$ cat config.mk
export PLATFORM = sky130hd
export DESIGN_NAME = ntt_ctrl
export DESIGN_NICKNAME = d
export VERILOG_FILES = /design/src/rtl/ntt_pkg.sv /design/src/rtl/ntt_addr_gen.sv /design/src/rtl/ntt_ctrl.sv
export SDC_FILE = /design/constraint.sdc
export NUM_CORES = 1
export LEC_CHECK = 0
export CELL_PAD_IN_SITES_DETAIL_PLACEMENT = 2
export CELL_PAD_IN_SITES_GLOBAL_PLACEMENT = 2
export CORE_MARGIN = 3
export CORE_UTILIZATION = 33
export DETAILED_ROUTE_END_ITERATION = 12
export PLACE_DENSITY = 0.84
export SYNTH_ARGS = -nofsm -noshare
export SYNTH_HDL_FRONTEND = slang
export SYNTH_HIERARCHICAL = 1
export SYNTH_SLANG_ARGS = --single-unit
$ cat constraint.sdc
create_clock -name clk -period 11 [get_ports clk]
set_input_delay 2.2 -clock clk [delete_from_list [all_inputs] [get_ports clk]]
set_output_delay 2.2 -clock clk [all_outputs]
set_load 0.02 [all_outputs]
$ cat src/rtl/ntt_pkg.sv
// rtl/ntt_pkg.sv - shared constants and FSM state type for the NTT controller
package ntt_pkg;

  // Modulus of the target ring; the controller itself only sequences addresses.
  localparam logic [22:0] Q         = 23'd8380417;
  localparam int          NTT_LOG_N = 8;
  localparam int          NTT_N     = 1 << NTT_LOG_N;

  typedef enum logic [1:0] {
    ST_IDLE  = 2'd0,
    ST_RUN   = 2'd1,
    ST_DRAIN = 2'd2,
    ST_DONE  = 2'd3
  } ntt_state_e;

endpackage

$ cat src/rtl/ntt_addr_gen.sv
// rtl/ntt_addr_gen.sv - combinational butterfly operand and twiddle address map
module ntt_addr_gen
  import ntt_pkg::*;
#(
  parameter int  LOG_N = NTT_LOG_N,
  localparam int SW    = (LOG_N > 1) ? $clog2(LOG_N) : 1
) (
  input  logic [SW-1:0]    stage,
  input  logic [LOG_N-2:0] bfly,
  output logic [LOG_N-1:0] rd_addr_x,
  output logic [LOG_N-1:0] rd_addr_y,
  output logic [LOG_N-1:0] tf_addr
);

  localparam logic [LOG_N-1:0] HALF = LOG_N'(1) << (LOG_N - 1);

  logic [LOG_N-1:0] len;
  logic [LOG_N-1:0] grp;
  logic [LOG_N-1:0] ofs;
  logic [LOG_N-1:0] base;

  // Split the butterfly index into group and offset; group base is g*2*len,
  // done as a shift because len is always a power of two.
  always_comb begin
    len       = HALF >> stage;
    grp       = {1'b0, bfly} >> (LOG_N'(LOG_N - 1) - LOG_N'(stage));
    ofs       = {1'b0, bfly} & (len - LOG_N'(1));
    base      = grp << (LOG_N'(LOG_N) - LOG_N'(stage));
    rd_addr_x = base | ofs;
    rd_addr_y = rd_addr_x + len;
    tf_addr   = (LOG_N'(1) << stage) + grp;
  end

endmodule

$ cat src/rtl/ntt_ctrl.sv
// rtl/ntt_ctrl.sv - forward Cooley-Tukey NTT sequencer: FSM, butterfly counter, write-back pipeline
module ntt_ctrl
  import ntt_pkg::*;
#(
  parameter int  LOG_N  = NTT_LOG_N,
  parameter int  RD_LAT = 1,
  localparam int SW     = (LOG_N > 1) ? $clog2(LOG_N) : 1,
  localparam int AW     = LOG_N
) (
  input  logic          clk,
  input  logic          rst,
  input  logic          start,
  output logic          busy,
  output logic          done,
  output logic [SW-1:0] stage,
  output logic          rd_en,
  output logic [AW-1:0] rd_addr_x,
  output logic [AW-1:0] rd_addr_y,
  output logic [AW-1:0] tf_addr,
  output logic          wr_en,
  output logic [AW-1:0] wr_addr_x,
  output logic [AW-1:0] wr_addr_y
);

  localparam int BW = LOG_N - 1;
  localparam int DW = (RD_LAT > 1) ? $clog2(RD_LAT) : 1;

  ntt_state_e    state_q, state_d;
  logic [BW-1:0] b_q, b_d;
  logic [SW-1:0] stage_q, stage_d;
  logic [DW-1:0] drain_q, drain_d;

  logic [AW-1:0] gen_x, gen_y, gen_tf;

  logic [RD_LAT-1:0] wen_pipe_q;
  logic [AW-1:0]     wx_pipe_q [RD_LAT];
  logic [AW-1:0]     wy_pipe_q [RD_LAT];

  ntt_addr_gen #(
    .LOG_N(LOG_N)
  ) u_addr_gen (
    .stage     (stage_q),
    .bfly      (b_q),
    .rd_addr_x (gen_x),
    .rd_addr_y (gen_y),
    .tf_addr   (gen_tf)
  );

  // Control state register; reset aborts any transform in progress.
  always_ff @(posedge clk) begin
    if (rst) begin
      state_q <= ST_IDLE;
      b_q     <= '0;
      stage_q <= '0;
      drain_q <= '0;
    end else begin
      state_q <= state_d;
      b_q     <= b_d;
      stage_q <= stage_d;
      drain_q <= drain_d;
    end
  end

  // Next-state and strobes: one butterfly per RUN cycle, then RD_LAT idle
  // cycles so the stage's last write lands before the next stage reads.
  always_comb begin
    state_d = state_q;
    b_d     = b_q;
    stage_d = stage_q;
    drain_d = drain_q;
    rd_en   = 1'b0;
    busy    = 1'b0;
    done    = 1'b0;
    unique case (state_q)
      ST_IDLE: begin
        b_d     = '0;
        stage_d = '0;
        if (start) state_d = ST_RUN;
      end
      ST_RUN: begin
        rd_en = 1'b1;
        busy  = 1'b1;
        if (b_q == {BW{1'b1}}) begin
          b_d     = '0;
          drain_d = '0;
          state_d = ST_DRAIN;
        end else begin
          b_d = b_q + 1'b1;
        end
      end
      ST_DRAIN: begin
        busy = 1'b1;
        if (drain_q == DW'(RD_LAT - 1)) begin
          drain_d = '0;
          if (stage_q == SW'(LOG_N - 1)) begin
            state_d = ST_DONE;
          end else begin
            stage_d = stage_q + 1'b1;
            state_d = ST_RUN;
          end
        end else begin
          drain_d = drain_q + 1'b1;
        end
      end
      ST_DONE: begin
        done    = 1'b1;
        stage_d = '0;
        state_d = ST_IDLE;
      end
      default: state_d = ST_IDLE;
    endcase
  end

  // Addresses are forced to zero whenever no read is issued.
  assign stage     = stage_q;
  assign rd_addr_x = rd_en ? gen_x  : '0;
  assign rd_addr_y = rd_en ? gen_y  : '0;
  assign tf_addr   = rd_en ? gen_tf : '0;

  // Write-back pipeline: read strobe and addresses delayed by the memory read latency.
  always_ff @(posedge clk) begin
    if (rst) begin
      wen_pipe_q <= '0;
      for (int i = 0; i < RD_LAT; i++) begin
        wx_pipe_q[i] <= '0;
        wy_pipe_q[i] <= '0;
      end
    end else begin
      wen_pipe_q[0] <= rd_en;
      wx_pipe_q[0]  <= rd_addr_x;
      wy_pipe_q[0]  <= rd_addr_y;
      for (int i = 1; i < RD_LAT; i++) begin
        wen_pipe_q[i] <= wen_pipe_q[i-1];
        wx_pipe_q[i]  <= wx_pipe_q[i-1];
        wy_pipe_q[i]  <= wy_pipe_q[i-1];
      end
    end
  end

  assign wr_en     = wen_pipe_q[RD_LAT-1];
  assign wr_addr_x = wx_pipe_q[RD_LAT-1];
  assign wr_addr_y = wy_pipe_q[RD_LAT-1];

endmodule
# Word-level counts from Yosys, hierarchy flattened
# Memories as Yosys holds them, arrays and structs flattened.
# Index checks and enable logic that the tools add are counted.
[totals]
regBits = 14
out_inout_bits = 47
mem_bits_rw = 16
n_memories = 2
in_bits = 3
[op_classes]
reduce_logical = 11
n_mux = 26
shift = 4
n_eq_ne = 9
bitwise_logic = 2
add_sub_neg = 8
[memory_table]
columns = ["name", "words", "word_bits", "rd", "rd_clocked_by_memory_dff", "wr", "line_no", "text"]
rows = [
  ["wx_pipe_q", 1, 8, 1, 0, 1, "ntt_ctrl.sv:36", "logic [AW-1:0] wx_pipe_q [RD_LAT];"],
  ["wy_pipe_q", 1, 8, 1, 0, 1, "ntt_ctrl.sv:37", "logic [AW-1:0] wy_pipe_q [RD_LAT];"],
]
[op_table]
columns = ["operator", "n"]
rows = [
  ["$mux W8", 5],
  ["$add A8 B8 Y8", 2],
  ["$reduce_or A8 Y1", 2],
  ["$pmux W7 S2", 1],
  ["$mux W1", 10],
  ["$and A7 B8 Y8", 1],
  ["$mux W2", 4],
  ["$ne A2 B2 Y1 const B", 4],
  ["$or A8 B8 Y8", 1],
  ["$pmux W2 S4", 1],
  ["$shl A1 B3 Y8 const A", 1],
  ["$shl A8 B8 Y8", 1],
  ["$shr A7 B8 Y8", 1],
  ["$shr A8 B3 Y8 const A", 1],
  ["$sub A8 B1 Y8 const B", 1],
  ["$add A7 B1 Y7 const B", 1],
  ["$eq A7 B7 Y1 const B", 1],
  ["$mux W7", 1],
  ["$mux W3", 2],
  ["$pmux W3 S2", 1],
  ["$reduce_and A3 Y1", 2],
  ["$reduce_bool A2 Y1", 3],
  ["$sub A4 B3 Y5 const A", 1],
  ["$eq A2 B2 Y1 const B", 2],
  ["9 further kinds", 10],
]

# Depth between registers and ports, before layout
# Gate-level depths: netlist of run 1.
[logic_depth]
ltp_word = 7
mapped_depth = 15

# Hierarchy
# The synthesis of run 1 kept the hierarchy.
[by_module_without_submodules]
columns = ["mod", "seq_area_each_um2", "instances", "cells_per_inst", "area_per_inst_um2"]
rows = [
  ["ntt_addr_gen", 0.0, 1, 176, 1331.3],
  ["ntt_ctrl", 580.6, 1, 139, 1281.2],
]

# Least setup slack after synthesis of run 1
# No wires, ideal clock.
[synth_timing]
kind = "register to output"
startpoint = "register stage_q[0], in the netlist stage[0]"
endpoint = "output port rd_addr_y[7]"
path_buffers = 1
stages_incl_launch_ff = 16
slack_ns = 5.288
t_arrival_ns = 3.512
path_cell_list = "dfxtp_1 -> buf_6 -> inv_2 -> ha_1 -> ha_1 -> or2_2 -> a2111oi_0 -> a31oi_1 -> nand2_1 -> ha_1 -> o21a_1 -> o21a_1 -> o22ai_1 -> xor2_1 -> xnor2_1 -> and2_1"
[synth_between]
elab_chain_cells = 6
word_cells_on_any_way = 10
classes_between = "4 x add/sub; 3 x shift; 1 x mux; 2 x bitwise"
[synth_lines]
columns = ["element", "line_no", "text"]
rows = [
  ["start: declaration", "ntt_ctrl.sv:30", "logic [SW-1:0] stage_q, stage_d;"],
  ["start signal: assignment", "ntt_ctrl.sv:59", "stage_q <= stage_d;"],
  ["$sub A3 B3 Y4 / $shr A8 B3 Y8 (equally long branches)", "ntt_addr_gen.sv:26, ntt_addr_gen.sv:25", ""],
  ["$shr A7 B8 Y8 / $sub A8 B1 Y8 (equally long branches)", "ntt_addr_gen.sv:26, ntt_addr_gen.sv:27", ""],
  ["$shl A8 B8 Y8 / $and A7 B8 Y8 (equally long branches)", "ntt_addr_gen.sv:28, ntt_addr_gen.sv:27", ""],
  ["$or A8 B8 Y8 (*)", "ntt_addr_gen.sv:29", "rd_addr_x = base | ofs;"],
  ["via gen_x[4]", "ntt_ctrl.sv:33", "logic [AW-1:0] gen_x, gen_y, gen_tf;"],
  ["$add A8 B8 Y8 (*)", "ntt_addr_gen.sv:30", "rd_addr_y = rd_addr_x + len;"],
  ["via gen_y[7]", "ntt_ctrl.sv:33", ""],
  ["$mux W8 (*)", "ntt_ctrl.sv:117", "assign rd_addr_y = rd_en ? gen_y : '0;"],
  ["end: declaration", "ntt_ctrl.sv:18", "output logic [AW-1:0] rd_addr_y,"],
]
# The timed path passes the listed nets; every way through them passes the cells marked *.

# Worst setup path after layout of run 1
[layout_timing]
startpoint = "register stage_q[1], in the netlist stage[1]"
endpoint = "output port rd_addr_y[7]"
# The elaborated chain is that of the path after synthesis.

==> impl_results.md, run 1 <==
* Avg Vias per Cell at 5.59
* DRT antenna net count at 0
* Clock power frac at 0.275
* CP cell instances: inv_1, ha_1, ha_1, or2_2, nor2_1, a22o_1, ha_1, a21oi_1, o21ai_0, o22ai_1, xor2_1, xnor2_1, and2_1, clkdlybuf4s50_1
* Net Sw Frac at 0.386
* First-pass GRT wire length at 14.8 mm
* Setup crit end kind: output pin
* Flops & latches, synth at 29
* CP Class: reg -> out
* Largest net degree at the start of global routing at 41
* Hold path endpoint: state_q[1]$_SDFFE_PP0P_
* EDFF count, synth at 0
* Die area at 9020 µm²
* Vias at 2565
* Wire per inst at 20.2 µm
* Rel. slew slack at 0.329
* Internal at 0.222 mW
* Worst Path Max Fanout at 26
* Post-Synthesis Cell Area at 2610 µm²
* Non-Filler Instances at 459
* Clock Skew at 0.0101 ns
* Synthesis Warnings at 6
* RR Startpoint: stage[1]$_SDFFE_PP0P_
* Family with the most delay on the worst path: flip-flops
* FMAX at 0.136 GHz
* Hold Path Stages at 2
* Synth unique cells at 64
* Starting Density at 0.351
* Setup TNS at 0 ns
* Lkg Pwr at 1.29 nW
* CP required at 8.80 ns
* Num CTS Buffers at 5
* Commonest non-fill, non-tap cells in the layout: 49 x clkdlybuf4s50_1, 43 x and2_1, 29 x dfxtp_1
* Post-CTS setup repair buffer count at 0
* Routability Congestion at 0.914
* Vias in the first global route at 2755
* Hold path startpoint: state_q[0]$_SDFFE_PP0P_
* Clock Latency Late Sink at 0.28 ns
* Worst r2r path cells at 13
* H-tree depth at 2
* DRT iter0 DRCs at 168
* Hold_ws at 0.578 ns
* Die width at 95.0 µm
* Tmin final at 7.35 ns
* Layout area overhead at 24.4%
* 1st-pass router iterations at 4
* Tcrit/Tclk final at 0.668
* Max-cap viol count at 0
* Row Count at 31
* HPWL Detailed at 7.03 mm
* Final wirelength at 9.27 mm
* Placed Cells at 451
* Max VDD drop at 0.0000866 V
* Clock net sink count at 29
* CTS clk-pin slew, worst paths at 0.07 ns
* Critical path's largest stage delay at 0.99 ns
* CTS Hold Bufs at 0
* Switch Pwr at 0.140 mW
* Fill cell count at 843
* R2r setup slk at 6.70 ns
* Resize count post-CTS at 0
* Final setup viols at 0
* CP max stage cell: dfxtp_1
* Power Density at 111 nW/µm²
* RSZ-0062 raised after global routing: no
* Sequential power share at 0.334
* Worst path bufs/invs at 2
* Cell repeated most along the worst path: ha_1
* Grt ovf at 0
* Top FF cell, synth: dfxtp_1
* Hold/Removal Path Class: reg -> reg
* CP arrival at 5.15 ns
* Post-Syn Area per Cell at 8.29 µm²
* Final hold violations at 0
* Syn Nets at 346
* Startpoint Class: register
* I/O Buffers at 49
* CTS tree: built
* Reg2Reg Capture Point: wy_pipe_q[0][7]$_SDFF_PP0_
* Seq/Total Area, Yosys at 0.222
* Final layout net count at 390
* Final Cell Area at 3250 µm²
* Remaining DRCs at 0
* Dpl cell area at 3150 µm²
* Die Ht at 95.0 µm
* Clock root buffer: clkbuf_8
* Core ar. at 7450 µm²
* Maximum clock path buffer count at 2
* Worst-Margin Slew at 1.00 ns
* Ports at 50
* Layout cell share with drive strength beyond 1 at 0.0750
* Gr usage total at 0.213
* Ys async rst share at 0
* Mapped Cells at 315
* Ant. Diodes at 0
* Slew Viols, Final at 0
* Most common cell after layout, fill and taps aside: clkdlybuf4s50_1
* Antenna violations before repair at 0
* Status: completed
* Combinational Power Share at 0.391
-- final cells by class --
type	count	area, µm²	share of cell area
Multi-Input combinational cell	261	1890	0.583
Tap cell	99	124	0.0381
Inverter	10	37.5	0.0116
Sequential cell	29	581	0.179
Clock buffer	7	96.3	0.0296
Timing Repair Buffer	52	513	0.158
Clock inverter	1	5.00	0.00154
-- Yosys cell counts (all sizes together) (2+ instances only) --
cell / instances / area [µm²]
mux2i: 10 / 100
a221oi: 3 / 32.5
dfxtp: 29 / 581
nand3: 7 / 40.0
xnor2: 6 / 52.6
o31ai: 3 / 22.5
a211oi: 3 / 27.5
a2111oi: 3 / 32.5
a22oi: 3 / 22.5
clkbuf: 4 / 15.0
a21oi: 25 / 129
o221ai: 3 / 26.3
xor2: 7 / 61.3
a21o: 4 / 30.0
fa: 2 / 40.0
ha: 26 / 325
nor3: 8 / 40.0
a31oi: 2 / 12.5
nor3b: 4 / 30.0
o21bai: 2 / 15.0
nor2b: 5 / 31.3
inv: 9 / 33.8
o21ai: 19 / 106
and2: 43 / 269
o21a: 4 / 30.0
and2b: 2 / 15.0
mux2: 4 / 52.6
a22o: 2 / 17.5
nor2: 20 / 75.1
nand2: 19 / 71.3
nand2b: 3 / 18.8
buf: 11 / 86.3
-- tightest hold or removal path: stages (launching register included) --
cell	delay, ns
dfxtp_1	0.36
nand4_1	0.10
a21oi_1	0.07
-- worst max-delay path by stage --
| stage | startpoint | to | slack (ns) | depth (start not counted) |
|---|---|---|---|---|
| after global placement | stage[1]$_SDFFE_PP0P_ | rd_addr_y[7] | 4.29 | 15 |
| final | stage[1]$_SDFFE_PP0P_ | rd_addr_y[7] | 3.65 | 14 |
| after CTS | stage[1]$_SDFFE_PP0P_ | rd_addr_y[7] | 3.64 | 14 |
| after floorplan | stage[0]$_SDFFE_PP0P_ | rd_addr_y[7] | 5.29 | 15 |
| after detailed placement | stage[1]$_SDFFE_PP0P_ | rd_addr_y[7] | 3.95 | 14 |
| after global routing | stage[1]$_SDFFE_PP0P_ | rd_addr_y[7] | 3.25 | 14 |
-- through the flow --
step	total power [mW]	worst slack [ns]	util
2_1_floorplan	0.216	5.29	-
3_3_place_gp	0.260	4.29	0.423
3_5_place_dp	0.267	3.95	0.423
4_1_cts	0.369	3.64	0.436
5_1_grt	0.387	3.25	0.436
6_report	0.362	3.65	0.436
-- power groups by stage --
stage          clock [mW]  combinational, mW  sequential [mW]
6_report           0.0996              0.141            0.121
3_3_place_gp            0              0.137            0.123
4_1_cts             0.102              0.146            0.121
5_1_grt             0.107              0.157            0.123
2_1_floorplan           0             0.0918            0.125
3_5_place_dp            0              0.144            0.124
-- cells by family (layout without fill, tap and decap cells) --
group | count (synthesis) | count (layout) | synth area share
simple gates | 120 | 120 | 0.251
fa+ha+maj | 28 | 28 | 0.140
mux | 15 | 15 | 0.0671
compound gates | 85 | 85 | 0.223
flops | 29 | 29 | 0.222
xor+xnor | 13 | 13 | 0.0436
buf+inv | 25 | 70 | 0.0532
-- state kept, by name, indices dropped and copies added (netlist names) --
| register | count |
|---|---|
| stage | 3 |
| wy_pipe_q | 8 |
| state_q | 2 |
| wx_pipe_q | 8 |
| b_q | 7 |
| wr_en | 1 |
-- per-layer routing --
metal / track usage / vias up / wire length, µm
met4: 0.0469 / 0 / 91
li1: - / 1219 / -
met1: 0.254 / 1274 / 4020
met3: 0.0319 / 6 / 329
met5: 0 / - / 0
met2: 0.399 / 66 / 4830
Power figures use the tool's default switching activity.
==> inputs of run 2 (changes only) <==
--- a/config.mk
+++ b/config.mk
@@ -8,9 +8,9 @@
 export CELL_PAD_IN_SITES_DETAIL_PLACEMENT = 2
 export CELL_PAD_IN_SITES_GLOBAL_PLACEMENT = 2
 export CORE_MARGIN = 3
-export CORE_UTILIZATION = 33
+export CORE_UTILIZATION = 28
 export DETAILED_ROUTE_END_ITERATION = 12
-export PLACE_DENSITY = 0.84
+export PLACE_DENSITY = 0.76
 export SYNTH_ARGS = -nofsm -noshare
 export SYNTH_HDL_FRONTEND = slang
 export SYNTH_HIERARCHICAL = 1
==> constraint.sdc (replaced) <==
create_clock -name clk -period 6.5 [get_ports clk]
set_input_delay 1.3 -clock clk [delete_from_list [all_inputs] [get_ports clk]]
set_output_delay 1.3 -clock clk [all_outputs]
set_load 0.02 [all_outputs]
==> run 2 against run 1 <==
Highest routed layer unchanged. Register-to-register slack worse by 4.0 ns. Largest power group unchanged. Non-clock buffer count grew 1. Die area increased by 17%. Global-route usage decreased by 4.6 points. Sequential power is 69% higher. Hold slack got worse by 0.012 ns. Clock power is 54% higher. Sequential share of layout area hardly changed.
==> impl_results.md, run 2 (same netlist as run 1, synthesis figures left out) <==
* Status: completed (unchanged)
* Fill cell count at 1038 (was 843)
* CP arrival at 4.65 ns (was 5.15 ns)
* Most common cell after layout, fill and taps aside: clkdlybuf4s50_1 (unchanged)
* Die width at 103 µm (was 95.0 µm)
* Clock Skew at 0.00555 ns (was 0.0101 ns)
* I/O Buffers at 49 (unchanged)
* Vias in the first global route at 2635 (was 2755)
* CP required at 5.20 ns (was 8.80 ns)
* Wire per inst at 18.2 µm (was 20.2 µm)
* Commonest non-fill, non-tap cells in the layout: 49 x clkdlybuf4s50_1, 43 x and2_1, 29 x dfxtp_1 (unchanged)
* Hold path startpoint: state_q[0]$_SDFFE_PP0P_ (unchanged)
* Worst r2r path cells at 14 (was 13)
* 1st-pass router iterations at 4 (unchanged)
* Resize count post-CTS at 0 (unchanged)
* Core ar. at 8890 µm² (was 7450 µm²)
* FMAX at 0.168 GHz
* CP max stage cell: dfxtp_1 (unchanged)
* Final wirelength at 8.53 mm (was 9.27 mm)
* CP Class: reg -> out (unchanged)
* Lkg Pwr at 1.29 nW (about the same)
* Hold Path Stages at 2 (unchanged)
* Fin util at 0.366 (was 0.436)
* Ant. Diodes at 0 (unchanged)
* RSZ-0062 raised after global routing: no (unchanged)
* Clock net sink count at 29 (unchanged)
* Clock Latency Late Sink at 0.29 ns (was 0.28 ns)
* Tcrit/Tclk final at 0.916
* Reg2Reg Capture Point: wy_pipe_q[0][7]$_SDFF_PP0_ (unchanged)
* Worst Path Max Fanout at 16 (was 26)
* Critical path's largest stage delay at 0.68 ns (was 0.99 ns)
* Remaining DRCs at 0 (unchanged)
* Num CTS Buffers at 5 (unchanged)
* R2r setup slk at 2.71 ns (was 6.70 ns)
* Routability Congestion at 0.944 (was 0.914)
* Non-Filler Instances at 469 (was 459)
* CTS clk-pin slew, worst paths at 0.07 ns (about the same)
* Max VDD drop at 0.000172 V (was 0.0000866 V)
* Antenna violations before repair at 0 (unchanged)
* Multi-input combinational cell area at 1890 µm² (unchanged)
* Hold path endpoint: state_q[1]$_SDFFE_PP0P_ (unchanged)
* Die Ht at 103 µm (was 95.0 µm)
* Setup crit end kind: output pin (unchanged)
* HPWL Detailed at 6.53 mm (was 7.03 mm)
* Setup TNS at 0 ns (unchanged)
* Placed Cells at 461 (was 451)
* Final setup viols at 0 (unchanged)
* Die area at 10500 µm² (was 9020 µm²)
* Cell repeated most along the worst path: ha_1 (unchanged)
* Worst-Margin Slew at 0.755 ns (was 1.00 ns)
* Ports at 50 (unchanged)
* Startpoint Class: register (unchanged)
* Power Density at 183 nW/µm² (was 111 nW/µm²)
* DRT antenna net count at 0 (unchanged)
* Final layout net count at 391 (was 390)
* Maximum clock path buffer count at 2 (unchanged)
* CTS tree: built (unchanged)
* Post-Place Setup Slack at 0.858 ns (was 3.95 ns)
* Reg area at 581 µm² (unchanged)
* Layout cell share with drive strength beyond 1 at 0.0776 (was 0.0750)
* Gr usage total at 0.167 (was 0.213)
* Largest net degree at the start of global routing at 41 (unchanged)
* Largest regs: wx_pipe_q (8), wy_pipe_q (8), b_q (7) (unchanged)
* Vias at 2502 (was 2565)
* Hold/Removal Path Class: reg -> reg (unchanged)
* Clock root buffer: clkbuf_8 (unchanged)
* Final setup margin at 0.547 ns (was 3.65 ns)
* Row Count at 34 (was 31)
* Final Power at 0.595 mW (was 0.362 mW)
* Rel. slew slack at 0.493 (was 0.329)
* Starting Density at 0.294 (was 0.351)
* Avg Vias per Cell at 5.33 (was 5.59)
* Final hold violations at 0 (unchanged)
* Layout area overhead at 24.5% (was 24.4%)
* DRT iter0 DRCs at 109 (was 168)
* CTS Hold Bufs at 0 (unchanged)
* First-pass GRT wire length at 13.8 mm (was 14.8 mm)
* H-tree depth at 2 (unchanged)
* Slew Viols, Final at 0 (unchanged)
* Post-CTS setup repair buffer count at 0 (unchanged)
* Max-cap viol count at 0 (unchanged)
* CP cell instances: inv_1, ha_1, ha_1, or2_2, a2111oi_0, a31oi_1, nand2_1, ha_1, o21a_1, o21a_1, o22ai_1, xor2_1, xnor2_1, and2_1, clkdlybuf4s50_1 (was inv_1, ha_1, ha_1, or2_2, nor2_1, a22o_1, ha_1, a21oi_1, o21ai_0, o22ai_1, xor2_1, xnor2_1, and2_1, clkdlybuf4s50_1)
* RR Startpoint: stage[1]$_SDFFE_PP0P_ (unchanged)
* Tmin final at 5.95 ns
* Grt ovf at 0 (unchanged)
## run 2: worst max-delay path: cells and delay by family, from the launching register on
kind,cells,cell delay [ns]
DFF,1,0.68
buffers and inverters,2,0.83
AOI/OAI and AO/OA,5,1.01
and+or+nand+nor,3,0.62
adders and majority gates,3,0.86
xor gates and xnor gates,2,0.37
## run 2: power breakdown
part           internal [mW]  leakage, nW  total (mW)  switching [mW]
registers              0.190        0.234       0.205          0.0145
clock network         0.0738       0.0439       0.153          0.0790
logic                 0.0897         1.01       0.238           0.148
total                  0.354         1.29       0.595           0.241
## run 2: worst max-delay path by stage
| stage | start | depth (start not counted) | to | slack [ns] |
|---|---|---|---|---|
| 3_5_place_dp | stage[1]$_SDFFE_PP0P_ | 15 | rd_addr_y[7] | 0.86 |
| 6_report | stage[1]$_SDFFE_PP0P_ | 15 | rd_addr_y[7] | 0.55 |
| 4_1_cts | stage[1]$_SDFFE_PP0P_ | 15 | rd_addr_y[7] | 0.52 |
| 5_1_grt | stage[2]$_SDFFE_PP0P_ | 14 | rd_addr_y[7] | 0.12 |
| 2_1_floorplan | stage[0]$_SDFFE_PP0P_ | 15 | rd_addr_y[7] | 1.69 |
| 3_3_place_gp | stage[0]$_SDFFE_PP0P_ | 13 | rd_addr_y[7] | 0.96 |
## run 2: metrics by stage
stage | hold slack (ns) | instance area, µm²
after detailed placement | 0.572 | 3170
after CTS | 0.570 | 3250
final | 0.566 | 3250
after floorplan | 0.502 | 2610
after global placement | 0.546 | 3170
after global routing | 0.596 | 3250
## run 2: per-layer routing
metal  wire, µm  vias to the layer above  track usage
met1       3900                     1224        0.216
met3        280                       10       0.0271
met4        108                        0       0.0414
li1           -                     1214            -
met2       4240                       54        0.288
met5          0                        -            0
## run 2: layout make-up
class,instances,share of cell area
sequential,29,0.178
clock buffer,5,0.0212
tap,108,0.0415
clock inverter,3,0.00538
inverter,10,0.0115
timing repair buffer,53,0.160
multi-input combinational,261,0.582
